$ cat config.mk
export PLATFORM = sky130hd
export DESIGN_NAME = ibwt_top
export DESIGN_NICKNAME = d
export VERILOG_FILES = /design/src/rtl/ibwt_top.sv
export SDC_FILE = /design/constraint.sdc
export NUM_CORES = 1
export LEC_CHECK = 0
export BUFFER_PORTS_ARGS = -buffer_cell sky130_fd_sc_hd__buf_2
export CAP_MARGIN = 10
export CORE_MARGIN = 2
export CORE_UTILIZATION = 40
export CTS_BUF_LIST = sky130_fd_sc_hd__clkbuf_16
export DETAILED_ROUTE_END_ITERATION = 10
export GPL_ROUTABILITY_DRIVEN = 0
export PLACE_DENSITY = 0.54
export SLEW_MARGIN = 0
export SYNTH_ARGS = -nofsm -noshare
export SYNTH_HDL_FRONTEND = slang
export SYNTH_SLANG_ARGS = --single-unit
$ cat constraint.sdc
create_clock -name clk -period 16.37 [get_ports clk]
set_input_delay 0.8185 -clock clk [delete_from_list [all_inputs] [get_ports clk]]
set_output_delay 0.8185 -clock clk [all_outputs]
set_load 0.01 [all_outputs]
$ cat src/rtl/ibwt_top.sv
// Inverse Burrows-Wheeler transform: loads one block, ranks it by LF-mapping, walks it back and streams the result.
// Optional build macro IBWT_STRIP_SENTINEL_EN drops the trailing sentinel from the output stream.
module ibwt_top #(
    parameter int unsigned STRING_LEN = 8,
    parameter logic [7:0]  SENTINEL   = 8'h24
) (
    input  logic       clk,
    input  logic       rst,
    input  logic       valid_in,
    input  logic [7:0] input_string_char,
    output logic [7:0] output_string_char,
    output logic       valid_out,
    output logic       busy,
    output logic       error
);
    localparam int unsigned IW = (STRING_LEN > 1) ? $clog2(STRING_LEN) : 1;
    localparam int unsigned CW = $clog2(STRING_LEN + 1);
`ifdef IBWT_STRIP_SENTINEL_EN
    localparam int unsigned OUT_LEN = STRING_LEN - 1;
`else
    localparam int unsigned OUT_LEN = STRING_LEN;
`endif
    localparam logic [IW-1:0] LAST_ROW  = IW'(STRING_LEN - 1);
    localparam logic [IW-1:0] LAST_WALK = IW'(STRING_LEN - 2);
    localparam logic [IW-1:0] LAST_SEND = IW'(OUT_LEN - 1);

    typedef enum logic [1:0] {LOAD, RANK, WALK, SEND} state_t;

    state_t        state, state_nxt;
    logic [IW-1:0] ctr, ctr_nxt;
    logic [IW-1:0] p, p_nxt;
    logic [CW-1:0] sent_cnt, sent_cnt_nxt;
    logic [CW-1:0] sent_total;
    logic [CW-1:0] rank_acc;
    logic [IW-1:0] lf_row;
    logic [7:0]    send_char;
    logic [7:0]    out_char_nxt;
    logic          valid_nxt, busy_nxt, error_nxt;
    logic          l_we, lf_we, ob_we;

    logic [7:0]    l_mem   [STRING_LEN];
    logic [IW-1:0] lf_mem  [STRING_LEN];
    logic [7:0]    out_buf [STRING_LEN-1];

    // LF rank of the row selected by ctr: smaller bytes anywhere plus equal bytes in earlier rows.
    always_comb begin
        rank_acc = '0;
        for (int j = 0; j < int'(STRING_LEN); j++) begin
            if (l_mem[j] < l_mem[ctr]) begin
                rank_acc = rank_acc + CW'(1);
            end else if ((l_mem[j] == l_mem[ctr]) && (IW'(j) < ctr)) begin
                rank_acc = rank_acc + CW'(1);
            end
        end
        lf_row = IW'(rank_acc);
    end

    assign sent_total = sent_cnt + CW'(l_mem[ctr] == SENTINEL);
    assign send_char  = (ctr == LAST_ROW) ? SENTINEL : out_buf[ctr];

    always_ff @(posedge clk) begin
        if (!rst) begin
            state              <= LOAD;
            ctr                <= '0;
            p                  <= '0;
            sent_cnt           <= '0;
            output_string_char <= '0;
            valid_out          <= 1'b0;
            busy               <= 1'b0;
            error              <= 1'b0;
        end else begin
            state              <= state_nxt;
            ctr                <= ctr_nxt;
            p                  <= p_nxt;
            sent_cnt           <= sent_cnt_nxt;
            output_string_char <= out_char_nxt;
            valid_out          <= valid_nxt;
            busy               <= busy_nxt;
            error              <= error_nxt;
        end
    end

    // Block storage carries no reset; a fresh block overwrites every row before use.
    always_ff @(posedge clk) begin
        if (l_we) begin
            l_mem[ctr] <= input_string_char;
        end
        if (lf_we) begin
            lf_mem[ctr] <= lf_row;
        end
        if (ob_we) begin
            out_buf[LAST_WALK - ctr] <= l_mem[p];
        end
    end

    always_comb begin
        state_nxt    = state;
        ctr_nxt      = ctr;
        p_nxt        = p;
        sent_cnt_nxt = sent_cnt;
        out_char_nxt = output_string_char;
        valid_nxt    = 1'b0;
        error_nxt    = 1'b0;
        l_we         = 1'b0;
        lf_we        = 1'b0;
        ob_we        = 1'b0;
        case (state)
            LOAD: begin
                // busy stays high for one cycle after an abort or send, so gate on it too.
                if (valid_in && !busy) begin
                    l_we = 1'b1;
                    if (ctr == LAST_ROW) begin
                        ctr_nxt      = '0;
                        sent_cnt_nxt = '0;
                        state_nxt    = RANK;
                    end else begin
                        ctr_nxt = ctr + IW'(1);
                    end
                end
            end
            RANK: begin
                lf_we        = 1'b1;
                sent_cnt_nxt = sent_total;
                if (ctr == LAST_ROW) begin
                    ctr_nxt = '0;
                    p_nxt   = '0;
                    if (sent_total != CW'(1)) begin
                        error_nxt = 1'b1;
                        state_nxt = LOAD;
                    end else begin
                        state_nxt = WALK;
                    end
                end else begin
                    ctr_nxt = ctr + IW'(1);
                end
            end
            WALK: begin
                ob_we = 1'b1;
                p_nxt = lf_mem[p];
                if (ctr == LAST_WALK) begin
                    ctr_nxt   = '0;
                    state_nxt = SEND;
                end else begin
                    ctr_nxt = ctr + IW'(1);
                end
            end
            SEND: begin
                valid_nxt    = 1'b1;
                out_char_nxt = send_char;
                if (ctr == LAST_SEND) begin
                    ctr_nxt   = '0;
                    state_nxt = LOAD;
                end else begin
                    ctr_nxt = ctr + IW'(1);
                end
            end
            default: state_nxt = LOAD;
        endcase
        busy_nxt = (state != LOAD) || (state_nxt != LOAD);
    end

endmodule

== Yosys cells after proc, flatten, opt, wreduce, memory -nomap -nowiden ==
Memories as Yosys holds them, arrays and structs flattened. A register that Yosys moved wholly into a read port is not among the register bits.
Index checks and enable logic that the tools add are counted.

* Flip-flop bits (word level): 23
* Output and inout port bits: 11
* Memories: 3
* Bits in writable memories: 144
* Logic and storage cells: 128

* Add/subtract/negate cells: 10
* Muxes and demuxes: 53
* Eq/ne operators: 18
* $lt $le $gt $ge: 16
* Reductions and logical operators: 20

{| class="wikitable"
|+ Memory list
! memory !! words !! bits a word !! rd ports !! clocked after Yosys merged registers in !! write ports !! line !! text
|-
| l_mem || 8 || 8 || 10 || 2 || 1 || 41 || <nowiki>logic [7:0] l_mem [STRING_LEN];</nowiki>
|-
| out_buf || 7 || 8 || 1 || 1 || 1 || 43 || <nowiki>logic [7:0] out_buf [STRING_LEN-1];</nowiki>
|-
| lf_mem || 8 || 3 || 1 || 1 || 1 || 42 || <nowiki>logic [IW-1:0] lf_mem [STRING_LEN];</nowiki>
|}

{| class="wikitable"
|+ Operators with widths
! cell !! number
|-
| $mux W3 || 25
|-
| $eq A8 B8 Y1 || 8
|-
| $lt A8 B8 Y1 || 8
|-
| $add A3 B1 Y3 const B || 7
|-
| $mux W1 || 14
|-
| $mux W2 || 7
|-
| $lt A3 B3 Y1 const A || 4
|-
| $logic_and A1 B1 Y1 || 9
|-
| $pmux W3 S3 || 1
|-
| $eq A8 B6 Y1 const B || 1
|-
| $mux W4 || 2
|-
| $mux W8 || 1
|-
| $pmux W2 S4 || 1
|-
| $pmux W4 S2 || 1
|-
| $reduce_bool A2 Y1 || 4
|-
| $eq A3 B3 Y1 const B || 2
|-
| $lt A1 B3 Y1 const A || 2
|-
| $lt A2 B3 Y1 const A || 2
|-
| $ne A2 B2 Y1 const B || 3
|-
| $pmux W3 S2 || 1
|-
| $reduce_and A3 Y1 || 2
|-
| $add A4 B1 Y4 || 1
|-
| $eq A2 B2 Y1 const B || 2
|-
| $ne A4 B1 Y1 const B || 1
|-
| other kinds (8) || 8
|}

== Logic depth before layout (Yosys ltp) ==
An unclocked memory read counts as a cell.

* Depth after elaboration: 26
* Depth in mapped cells: 27
* Depth with buffers taken out: 25

== Least setup slack after synthesis ==
Ideal clock, no wire load.

* Path type: register -> register
* Start point: register with a tool-made name
* End point: memory lf_mem[0][1] (netlist bit) (data pin)
* Slack: 9.658 ns
* Cell stages (with the launch flop): 27
* Library setup time: 0.216 ns
* Arrival time: 6.497 ns
* Data required time: 16.154 ns
* Cells stage by stage: dfxtp_1 > clkbuf_1 > buf_1 > mux4_2 > mux2i_1 > ha_1 > a211oi_1 > nor2_1 > o31ai_4 > ha_1 > inv_1 > mux2i_4 > ha_1 > nand2b_4 > and4_1 > a221o_1 > ha_1 > or3_1 > o311ai_1 > nor2_1 > ha_1 > nand2b_1 > o21ai_1 > ha_1 > inv_1 > mux2_2 > o21ai_1

{| class="wikitable"
|+ RTL lines
! item !! line
|-
| end, declared || 42
|}

==> metrics <==
run status=completed; setup TNS=0 ns; Worst-Skew Late Latency=0.44 ns; first-pass GRT wire length=34,400 um; Final min period=7.47 ns; # DRC=0; post-synthesis simple-gate area fraction=9.34%; critical path class=register to register; f_max=134 MHz; Clk pin slew, worst setup/hold paths=0.07 ns; leakage power=3.56 nW; syn_nets=727; slack of the critical path=8.90 ns; Core ar.=22,500 sq um; Bufs and invs on worst path=3; all-layer global routing usage=19.7%; Final Setup Violations=0; Placed Area=9630 sq um; DP Worst Slack=8.93 ns; Synth Flop Type=edfxtp_1; Req. time, crit path=16.52 ns; Hold WC Path Type=register to register; routed wl met2=10,600 um; post-synthesis sequential area ratio=53.9%; Seq cells post-synth=173; Power Dens Cells=116 nW/um^2; cts hold-fix bufs=0; number of setup buffers added after CTS=0; cell internal pwr=848 uW; CP endpoint kind=register; critical path arrival=7.63 ns; Top Ports=22; Die Area=24,000 sq um; syn avg cell area=14.2 sq um; Synth Area in XOR/XNOR=1.65%; Vias/cell=5.70; effective utilization at floorplan=40.4%; Yosys top cell area share=47.5%; Critical Path Start Type=register; Final Net Count=765; Synth Area in Compound Gates=7.66%; highest-delay cell along the critical path=dfxtp_2; Yosys top cell by area=edfxtp_1; DP HPWL=16,300 um; row count=55; peak supply drop=0.0647 mV; largest family of logic cells by synthesized area=multiplexers; Area contributors post-synth=edfxtp_1 (48%), mux4_2 (11%), ha_1 (10%); Clock Root Buffer=clkbuf_16; Pre-antenna DRT Iters=5; met3 WL=1050 um; crit-path max cell delay=0.70 ns; buffers added on ports=21; ys async rst share=0%; clk sinks=173; Fill cells=1,980; # diodes=0; Synth Cell Area=9100 sq um; Initial DRC Count=456; final hold vios=0; Switching Share=28.3%; delay-heaviest family, CP=adder cells; via count=5,576; die width=155 um; area delta synth->final=12.1%; Worst-Margin Slew=1.33 ns; Logic pwr share=22.0%; Avg WL per Cell=22.8 um; Post-Synthesis Cells=642; Clock Tree Buf Depth=2; Critical Path Most Common Cell=ha_1; # resized after CTS=0; CP max FO=17; initial antenna violation count=0; unrepaired setup endpoints after global routing=no; routed metal-1 wire length=9690 um; Design Area, Final=10,200 sq um; synth warn=0; P_sw=335 uW; total CTS buffers=17; highest routed layer=met4; final slew viol count=0; Distinct cells, synth=60; sequential share of power=45.0%; Power Total=1.18 mW; clock power share=33.0%; fin crit share=45.6%; headroom to the max-slew limit=10.9%; layout cell share with drive strength beyond 1=22.5%; H-tree depth=4; DRT antenna net count=0; Max-Cap Viols=0; CTS tree=built; clock skew=0.00956 ns; portion of netlist area occupied by mux cells=15.5%; largest net degree at the start of global routing=29; Die Ht=155 um; Post-Synth Adder-Cell Area=10.2%; vias in the first global route=5,792; WL final=22,300 um; EDFF count, synth=144; grt ovf=0
-- metrics by stage --
stage	util, %	hold WS [ns]	instances
floorplan	-	0.473	642
global placement	42.8	0.486	946
detailed placement	42.8	0.493	946
CTS	45.3	0.503	978
global route	45.3	0.521	978
finish	45.3	0.500	978
-- cells in the final DEF, fill, tap and decap left out, types with 21 or more instances in the layout --
cell and n:
a21oi_1 26, nor2b_1 23, buf_4 22, ha_1 74, nor2_1 32, dfxtp_1 28
buf_2 21, edfxtp_1 144, o21ai_0 22, nand2_1 35, mux4_2 46
-- cell families after synthesis --
family                     count (synthesis)
muxes                                     80
buffers and inverters                     40
and+or+nand+nor                          160
AOI/OAI and AO/OA                        102
DFF                                      173
xor gates and xnor gates                  13
adders and majority gates                 74
-- worst register-to-register path, delay by kind of cell, from the launching register on --
kind            cells  cell delay (ns)
simple gates        6             1.01
fa+ha+maj           6             1.91
compound gates      6             1.41
buf+inv             3             0.57
mux                 4             1.58
flops               1             0.70
-- power groups by stage --
stage	clock network (mW)	registers (mW)	logic, mW
4_1_cts	0.399	0.532	0.258
6_report	0.390	0.532	0.260
3_5_place_dp	0	0.542	0.258
3_3_place_gp	0	0.542	0.242
5_1_grt	0.421	0.533	0.295
2_1_floorplan	0	0.536	0.198
-- flip-flops by register name, indices dropped and copies added, names as in the netlist, named ones only --
register            cells
lf_mem                 24
state                   2
l_mem                  64
valid_out               1
busy                    1
sent_cnt                4
output_string_char      8
out_buf                56
p                       3
error                   1
ctr                     3
-- cell type report --
| cell class | count | area, sq um | area share [%] |
|---|---|---|---|
| clock buffers | 18 | 450 | 4.41 |
| clock inverters | 14 | 120 | 1.18 |
| inverters | 16 | 60.1 | 0.589 |
| multi-input cells | 429 | 4040 | 39.6 |
| flip-flops and latches | 173 | 4910 | 48.1 |
| well taps | 285 | 357 | 3.49 |
| repair buffers | 43 | 270 | 2.65 |
-- Yosys cell counts, drive strengths merged, types with 6 or more instances --
library cell,n
nor3,16
mux2,15
a22oi,9
nor2b,23
edfxtp,144
nor2,32
nand4,11
clkbuf,14
nand3,14
a211oi,6
nand2b,6
nand2,35
o21ai,29
ha,74
inv,16
dfxtp,29
xnor2,7
a21oi,28
mux2i,19
buf,10
mux4,46
-- path summary, 6_finish.rpt --
path,startpoint,end,slack [ns],cells after the start
hold reg to reg,p[1]$_SDFFE_PN0P_,register,0.50,2
setup reg to reg,register,lf_mem[4][1]$_DFFE_PP_,8.90,25
setup / recovery,register,lf_mem[4][1]$_DFFE_PP_,8.90,25
hold / removal,p[1]$_SDFFE_PN0P_,register,0.50,2
-- per-layer routing --
metal,global-route usage (%),up-vias
met5,0,-
met4,9.44,0
met3,4.57,47
met2,32.5,143
met1,24.4,2775
li1,-,2611
Note: power is estimated with default switching activity, not from simulation.
